<file path="config.mk">
export PLATFORM = sky130hd
export DESIGN_NAME = display_mux
export DESIGN_NICKNAME = d
export VERILOG_FILES = /design/src/rtl/display_mux.sv
export SDC_FILE = /design/constraint.sdc
export NUM_CORES = 1
export LEC_CHECK = 0
export ABC_AREA = 1
export BUFFER_PORTS_ARGS = -buffer_cell sky130_fd_sc_hd__buf_2
export CORE_MARGIN = 5
export CORE_UTILIZATION = 35
export DETAILED_ROUTE_END_ITERATION = 7
export GPL_TIMING_DRIVEN = 0
export PLACE_DENSITY_LB_ADDON = 0.12
export SYNTH_ARGS = -nofsm -noshare
export SYNTH_HDL_FRONTEND = slang
export SYNTH_SLANG_ARGS = --single-unit
</file>
<file path="constraint.sdc">
create_clock -name clk -period 3.6 [get_ports clk]
set_clock_uncertainty 0.2 [all_clocks]
set_input_delay 0.36 -clock clk [delete_from_list [all_inputs] [get_ports clk]]
set_output_delay 0.36 -clock clk [all_outputs]
set_load 0.02 [all_outputs]
</file>
<file path="src/rtl/display_mux.sv">
// display_mux
//   Time-multiplexes two hex digits onto one shared active-low seven-segment
//   bus. Every edge (rising or falling) of the divided square wave clk_signal
//   hands the display to the other digit, with a fixed blanking interval
//   (both anodes off) at every handover so the old segment pattern never
//   ghosts onto the newly enabled digit.
// Ports
//   clk        : system clock
//   reset      : asynchronous, active-low reset
//   clk_signal : divided square wave, synchronous to clk
//   s0, s1     : hex values for digit 0 and digit 1
//   seg        : segment drive, active-low, {g,f,e,d,c,b,a}
//   anode      : digit enables, active-low; anode[0] = digit 0
//   digit_sel  : digit currently lit, or the next one while blanking
module display_mux #(
  parameter int BLANK_CYCLES = 16,
  localparam int CW = $clog2(BLANK_CYCLES + 1)
) (
  input  logic       clk,
  input  logic       reset,
  input  logic       clk_signal,
  input  logic [3:0] s0,
  input  logic [3:0] s1,
  output logic [6:0] seg,
  output logic [1:0] anode,
  output logic       digit_sel
);

  typedef enum logic [1:0] {
    BLANK_TO0 = 2'd0,
    SHOW0     = 2'd1,
    BLANK_TO1 = 2'd2,
    SHOW1     = 2'd3
  } state_t;

  localparam logic [6:0] SEG_OFF   = 7'h7F;
  localparam logic [1:0] ANODE_OFF = 2'b11;
  localparam logic [CW-1:0] BLANK_LAST = CW'(BLANK_CYCLES - 1);

  // Hex to active-low segment pattern, bit order {g,f,e,d,c,b,a}.
  function automatic logic [6:0] decode(input logic [3:0] v);
    logic [6:0] p;
    case (v)
      4'h0: p = 7'h40;
      4'h1: p = 7'h79;
      4'h2: p = 7'h24;
      4'h3: p = 7'h30;
      4'h4: p = 7'h19;
      4'h5: p = 7'h12;
      4'h6: p = 7'h02;
      4'h7: p = 7'h78;
      4'h8: p = 7'h00;
      4'h9: p = 7'h10;
      4'hA: p = 7'h08;
      4'hB: p = 7'h03;
      4'hC: p = 7'h46;
      4'hD: p = 7'h21;
      4'hE: p = 7'h06;
      4'hF: p = 7'h0E;
      default: p = 7'h7F;
    endcase
    return p;
  endfunction

  state_t        state_r, state_s;
  logic [CW-1:0] cnt_r, cnt_s;
  logic          tick_r;
  logic [6:0]    seg_r, seg_s;
  logic [1:0]    anode_r, anode_s;
  logic          digit_sel_r, digit_sel_s;
  logic          edge_s;

  // Either transition of clk_signal is a handover request.
  assign edge_s = clk_signal ^ tick_r;

  // Next-state and next-output logic; everything is registered below.
  always_comb begin
    state_s     = state_r;
    cnt_s       = cnt_r;
    seg_s       = seg_r;
    anode_s     = anode_r;
    digit_sel_s = digit_sel_r;
    case (state_r)
      BLANK_TO0: begin
        // Edges are ignored here: blank length is fixed.
        seg_s       = SEG_OFF;
        anode_s     = ANODE_OFF;
        digit_sel_s = 1'b0;
        if (cnt_r == BLANK_LAST) begin
          cnt_s   = '0;
          state_s = SHOW0;
          anode_s = 2'b10;
          seg_s   = decode(s0);
        end else begin
          cnt_s = cnt_r + CW'(1);
        end
      end
      SHOW0: begin
        cnt_s       = '0;
        seg_s       = decode(s0);
        anode_s     = 2'b10;
        digit_sel_s = 1'b0;
        if (edge_s) begin
          state_s     = BLANK_TO1;
          seg_s       = SEG_OFF;
          anode_s     = ANODE_OFF;
          digit_sel_s = 1'b1;
        end else begin
          state_s = SHOW0;
        end
      end
      BLANK_TO1: begin
        seg_s       = SEG_OFF;
        anode_s     = ANODE_OFF;
        digit_sel_s = 1'b1;
        if (cnt_r == BLANK_LAST) begin
          cnt_s   = '0;
          state_s = SHOW1;
          anode_s = 2'b01;
          seg_s   = decode(s1);
        end else begin
          cnt_s = cnt_r + CW'(1);
        end
      end
      SHOW1: begin
        cnt_s       = '0;
        seg_s       = decode(s1);
        anode_s     = 2'b01;
        digit_sel_s = 1'b1;
        if (edge_s) begin
          state_s     = BLANK_TO0;
          seg_s       = SEG_OFF;
          anode_s     = ANODE_OFF;
          digit_sel_s = 1'b0;
        end else begin
          state_s = SHOW1;
        end
      end
      default: begin
        // Unreachable encoding: fall back to a dark, safe restart.
        state_s     = BLANK_TO0;
        cnt_s       = '0;
        seg_s       = SEG_OFF;
        anode_s     = ANODE_OFF;
        digit_sel_s = 1'b0;
      end
    endcase
  end

  // State, counter, edge-detect and output registers.
  always_ff @(posedge clk or negedge reset) begin
    if (!reset) begin
      state_r     <= BLANK_TO0;
      cnt_r       <= '0;
      tick_r      <= 1'b0;
      seg_r       <= SEG_OFF;
      anode_r     <= ANODE_OFF;
      digit_sel_r <= 1'b0;
    end else begin
      state_r     <= state_s;
      cnt_r       <= cnt_s;
      tick_r      <= clk_signal;
      seg_r       <= seg_s;
      anode_r     <= anode_s;
      digit_sel_r <= digit_sel_s;
    end
  end

  assign seg       = seg_r;
  assign anode     = anode_r;
  assign digit_sel = digit_sel_r;

endmodule

</file>
# Word-level counts from Yosys, hierarchy flattened
# Memories as Yosys holds them, arrays and structs flattened.
# Index checks and enable logic that the tools add are counted.
[word_totals] ff_bits=18 latch_bits=0 mem_bits_rw=0 romBits=448 input_bits=11 out_inout_bits=10 wordCells=42 n_memories=4
[op_classes] add_sub_neg=1 mul=0 n_div=0 order_cmp=0 eq_ne=6 shift=0 n_mux=20 bitwise_logic=1 reduce_logical=4
[mem_list] memory="(no name shown)" words=16 width=7 rd=1 rd_ports_with_merged_regs=0 wr=0 line_no="43" source="case (v)"
[mem_list] memory="(no name shown)" words=16 width=7 rd=1 rd_ports_with_merged_regs=0 wr=0 line_no="43"
[mem_list] memory="(no name shown)" words=16 width=7 rd=1 rd_ports_with_merged_regs=0 wr=0 line_no="43"
[mem_list] memory="(no name shown)" words=16 width=7 rd=1 rd_ports_with_merged_regs=0 wr=0 line_no="43"
[op_table] operator="$mux 7" n=4
[op_table] operator="$pmux 7 s4" n=1
[op_table] operator="$pmux 2 s4" n=2
[op_table] operator="$mux 2" n=6
[op_table] operator="$pmux 5 s2" n=1
[op_table] operator="$add 5x1->5 const B" n=1
[op_table] operator="$eq 5x4->1 const B" n=1
[op_table] operator="$mux 5" n=1
[op_table] operator="$eq 2x2->1 const B" n=2
[op_table] operator="$mux 1" n=4
[op_table] operator="$ne 2x2->1 const B" n=2
[op_table] operator="$pmux 1 s4" n=1
[op_table] operator="$reduce_or 2->1" n=2
[op_table] operator="$eq 2x1->1 const B" n=1
[op_table] operator="$logic_not 2->1" n=1
[op_table] operator="$reduce_and 2->1" n=1
[op_table] operator="$xor 1x1->1" n=1

# Logic depth before layout (Yosys ltp)
[logic_depth] depth_word=3 depth_mapped=8 mapped_depth_nobuf=8

# Worst setup path before layout
# Ideal clock, no wire load.
[synth_path] path_type="reg-to-reg" startpoint="reg cnt_r[0]" endpoint="reg seg_r[3], in the netlist seg[3]" setup_time_ns=0.087 arrival_time_ns=1.109 t_required_ns=3.313 setup_slack_ns=2.204 stages_incl_launch_ff=8 n_path_buf=1 synth_period_minus_slack_ns=1.396 cell_sequence="dfrtp_1 > ha_1 > nand3_2 > nor2_4 > buf_6 > nand3_1 > nand2_1 > nand4_1"
[synth_between] elab_chain_cells=3 elab_cells_between_ends=4 classes_between="eq/ne (1); mux (3)"
[synth_lines] element="start, declared" line_no="66" source="logic [CW-1:0] cnt_r, cnt_s;"
[synth_lines] element="start signal, assigned" line_no="161" source="cnt_r <= cnt_s;"
[synth_lines] element="$eq 5x4->1 *" line_no="89, 116"
[synth_lines] element="$mux 7, on equally long branches" line_no="116, 89"
[synth_lines] element="$pmux 7 s4 *" line_no="83" source="case (state_r)"
[synth_lines] element="via seg_s[3]" line_no="68" source="logic [6:0] seg_r, seg_s;"
[synth_lines] element="end signal, assigned" line_no="163" source="seg_r <= seg_s;"
[synth_lines] element="end, declared" line_no="68"
# The timed path passes the listed nets; every way through them passes the cells marked *.
# A chain may end at the register's enable or synchronous reset.

# Worst setup path after layout
[layout_path] startpoint="reg cnt_r[0]" endpoint="reg seg_r[1], in the netlist seg[1]"
# Same word-level chain as after synthesis.

==> results.cfg <==
[run_status]
run_status = complete, no violations

[critical_path]
timing.critical_path.fanout_max = 10
ff2ff_path_depth = 7
reg2reg_slack_ns = 1.96
endpoint_kind = flip-flop
critPathLaunchType = flip-flop
critPathRequiredTime_ns = 3.54
critical_path.cell_chain = ha_1, nand3_2, nor2_4, buf_6, nand3_1, nand2_1, nand4_1
regToRegStartpoint = cnt_r[0]
crit_path_top_delay_cell = sky130_fd_sc_hd__dfrtp_1
rr_endpoint = seg[1]
slowest_delay_ns = 0.38
cp.arrival_ns = 1.58
timing_worst_setup_path_type = reg -> reg

[route]
remaining_drc_errors = 0
viasPerCell = 4.83
routed_wire_length_per_instance_um = 11.1
drtIter0Drc = 47
drt_pass1_iterations = 4
num_vias = 1333
drtAntennaViolNets = 0
wl_mm = 3.08

[power]
seqPwrFrac_pct = 37.6
p_switching_mw = 0.398
worst_ir_drop_vdd_v = 0.000161
power.internal_mw = 0.545
pwr_density_cell_mw_per_mm2 = 574
power.share.combinational_pct = 47.5
swShare_pct = 42.2
p_leak_nw = 0.803
power_frac_clock_pct = 14.9

[layout]
final.fill_count = 445
count_of_inserted_antenna_diode_cells = 0
post-route-cell-area_mm2 = 0.00165
final_nets = 253
area_delta_synth_final_pct = 14.4
post_route_cells_drive_above_1_share_pct = 19.9

[synthesis]
netlist_area_mm2 = 0.00144
synthDominantAreaCellType = sky130_fd_sc_hd__nand3_1
netlist_instances = 203
synthArstFlopShare_pct = 100
synth-edff-count = 0
yosys-top-cells-area = sky130_fd_sc_hd__nand3_1, sky130_fd_sc_hd__dfstp_2, sky130_fd_sc_hd__nand2_1
synth_sequential_area_ratio_pct = 32.1
ys_seq_elements = 18
syn-num-nets = 229
synth_commonest_cells = sky130_fd_sc_hd__nand2_1, sky130_fd_sc_hd__nand3_1, sky130_fd_sc_hd__inv_1, sky130_fd_sc_hd__ha_1
synth_ff_type = sky130_fd_sc_hd__dfstp_2
ys.warnings.count = 0
yosys.cell_types.count = 23
synth.avg_cell_area_um2 = 7.08
synth.most_common_cell = sky130_fd_sc_hd__nand2_1
yosysTopAreaCellShare_pct = 16.7

[grt]
grt_pass1_vias = 1227
maximum_number_of_pins_on_one_net_before_global_route_repair = 19
grt-ovfl-total = 0
grt_util_all_layers_pct = 11.8
grt_antenna_before_repair = 0
grt_pass1_wl_mm = 5.19

[place]
finalWeightedCongestion = 0.744
port_buffers = 18
hpwlAfterDp_mm = 2.54
postPlaceCellArea_mm2 = 0.00159

[clock_network]
clkSinkCount = 18
ctsLongestPathBuffers = 2
cts_repair_resize_count = 0
cts_root_buffer = sky130_fd_sc_hd__clkbuf_8
clkSlewWorstSetupHoldPaths_ns = 0.07
htreeDepth = 1
clk_latency_ns = 0.25
cts-buffers-inserted = 3
cts_tree = done
cts_setup_buffers = 0

[timing]
finalWorstPathRequiredPeriod_ns = 1.64
final.period_utilization_pct = 45.6
setup_viol = 0
worst_margin_slew_ns = 0.426
report.final.slew_viol_count = 0
max_freq_mhz = 610
unrepaired_setup_endpoints_after_global_routing = false
hold_viol_final = 0
tns_ns = 0
relSlewSlack_pct = 71.5

[min_path]
min_delay_path_depth = 1
min-delay-start = clk_signal
worstHoldPathType = in -> reg
whs_endpoint = tick_r

[floorplanning]
die-width_um = 74.1
floorplan.rows = 23
total_i_o_pin_count = 21
initial_core_util_pct = 35.9
dieArea_mm2 = 0.00549
fp.coreArea_mm2 = 0.00400
die_h_um = 74.1

[run]
max-cap-violations = 0
[placed cells by master (no fill, tap or decap), types with 5 or more instances in the layout]
| cell type | Yosys | final |
|---|---|---|
| sky130_fd_sc_hd__nand2_1 | 63 | 63 |
| sky130_fd_sc_hd__nand3_1 | 48 | 48 |
| sky130_fd_sc_hd__buf_2 | 3 | 21 |
| sky130_fd_sc_hd__inv_1 | 18 | 18 |
| sky130_fd_sc_hd__ha_1 | 15 | 15 |
| sky130_fd_sc_hd__dfstp_2 | 9 | 9 |
| sky130_fd_sc_hd__dfrtp_1 | 9 | 9 |
| sky130_fd_sc_hd__o21ai_0 | 8 | 8 |
| sky130_fd_sc_hd__nand4_1 | 7 | 7 |
| sky130_fd_sc_hd__nor2_1 | 5 | 5 |
[flip-flops by register name (all words and copies together), names as in the netlist]
| name | count |
|---|---|
| state_r | 2 |
| cnt_r | 5 |
| tick_r | 1 |
| anode | 2 |
| digit_sel | 1 |
| seg | 7 |
[worst max-delay path by stage]
stage | start | to | slack, ns | cells past startpoint
after floorplan | cnt_r[0] | seg[3] | 2.20 | 7
after detailed placement | s0[1] | seg[2] | 1.89 | 8
after global placement | s0[1] | seg[2] | 1.89 | 8
after global routing | cnt_r[0] | seg[2] | 1.87 | 6
final | cnt_r[0] | seg[1] | 1.96 | 7
after CTS | cnt_r[0] | seg[1] | 1.95 | 7
[layer usage]
metal	vias up	global-route usage [%]	wire length, um
li1	708	-	-
met1	607	15.5	1460
met2	16	20.0	1450
met3	2	0.811	125
met4	0	4.83	34
met5	-	0	0
[worst max-delay path, delay by kind of cell, from the launching register on]
| kind | cells | cell delay [ns] |
|---|---|---|
| flops | 1 | 0.38 |
| fa+ha+maj | 1 | 0.22 |
| buf+inv | 1 | 0.16 |
| simple gates | 5 | 0.57 |
[repair_timing]
| action | CTS | global route |
|---|---|---|
| endpoints found under the hold margin | 9 | 0 |
| endpoints found under the setup margin | 0 | 0 |
| hold buffers | 1 | 0 |
[power groups by stage]
| stage | sequential (mW) | clock, mW | combinational [mW] |
|---|---|---|---|
| floorplan | 0.419 | 0 | 0.264 |
| global placement | 0.360 | 0 | 0.460 |
| detailed placement | 0.360 | 0 | 0.459 |
| CTS | 0.357 | 0.144 | 0.460 |
| global route | 0.366 | 0.151 | 0.513 |
| finish | 0.355 | 0.141 | 0.448 |
[final cells by class]
class	count	area, um2	share of cell area [%]
Inverter	22	82.6	5.02
Buffer	6	45.0	2.74
Clock buffer	4	45.0	2.74
Timing Repair Buffer	19	100	6.08
Sequential cell	18	462	28.1
Tap cell	50	62.6	3.80
Multi-Input combinational cell	157	848	51.6
[stage by stage]
| step | std cells | power [mW] | worst slack (ns) | hold slack, ns | util [%] |
|---|---|---|---|---|---|
| global placement | 271 | 0.819 | 1.89 | 0.103 | 39.8 |
| CTS | 276 | 0.961 | 1.95 | 0.0436 | 41.1 |
| floorplan | 203 | 0.683 | 2.20 | -0.136 | - |
| detailed placement | 271 | 0.819 | 1.89 | 0.105 | 39.8 |
| finish | 276 | 0.944 | 1.96 | 0.0449 | 41.1 |
| global route | 276 | 1.03 | 1.87 | 0.0575 | 41.1 |
[logic make-up (layout without fill, tap and decap cells)]
kind of cell	after synthesis	after routing	share of synthesized area, %
and+or+nand+nor	130	130	41.5
buffers and inverters	28	51	8.88
AOI/OAI and AO/OA	11	11	3.83
adders and majority gates	15	15	13.1
DFF	18	18	32.1
xor gates and xnor gates	1	1	0.609
No activity file was read; power rests on OpenSTA's default activity.
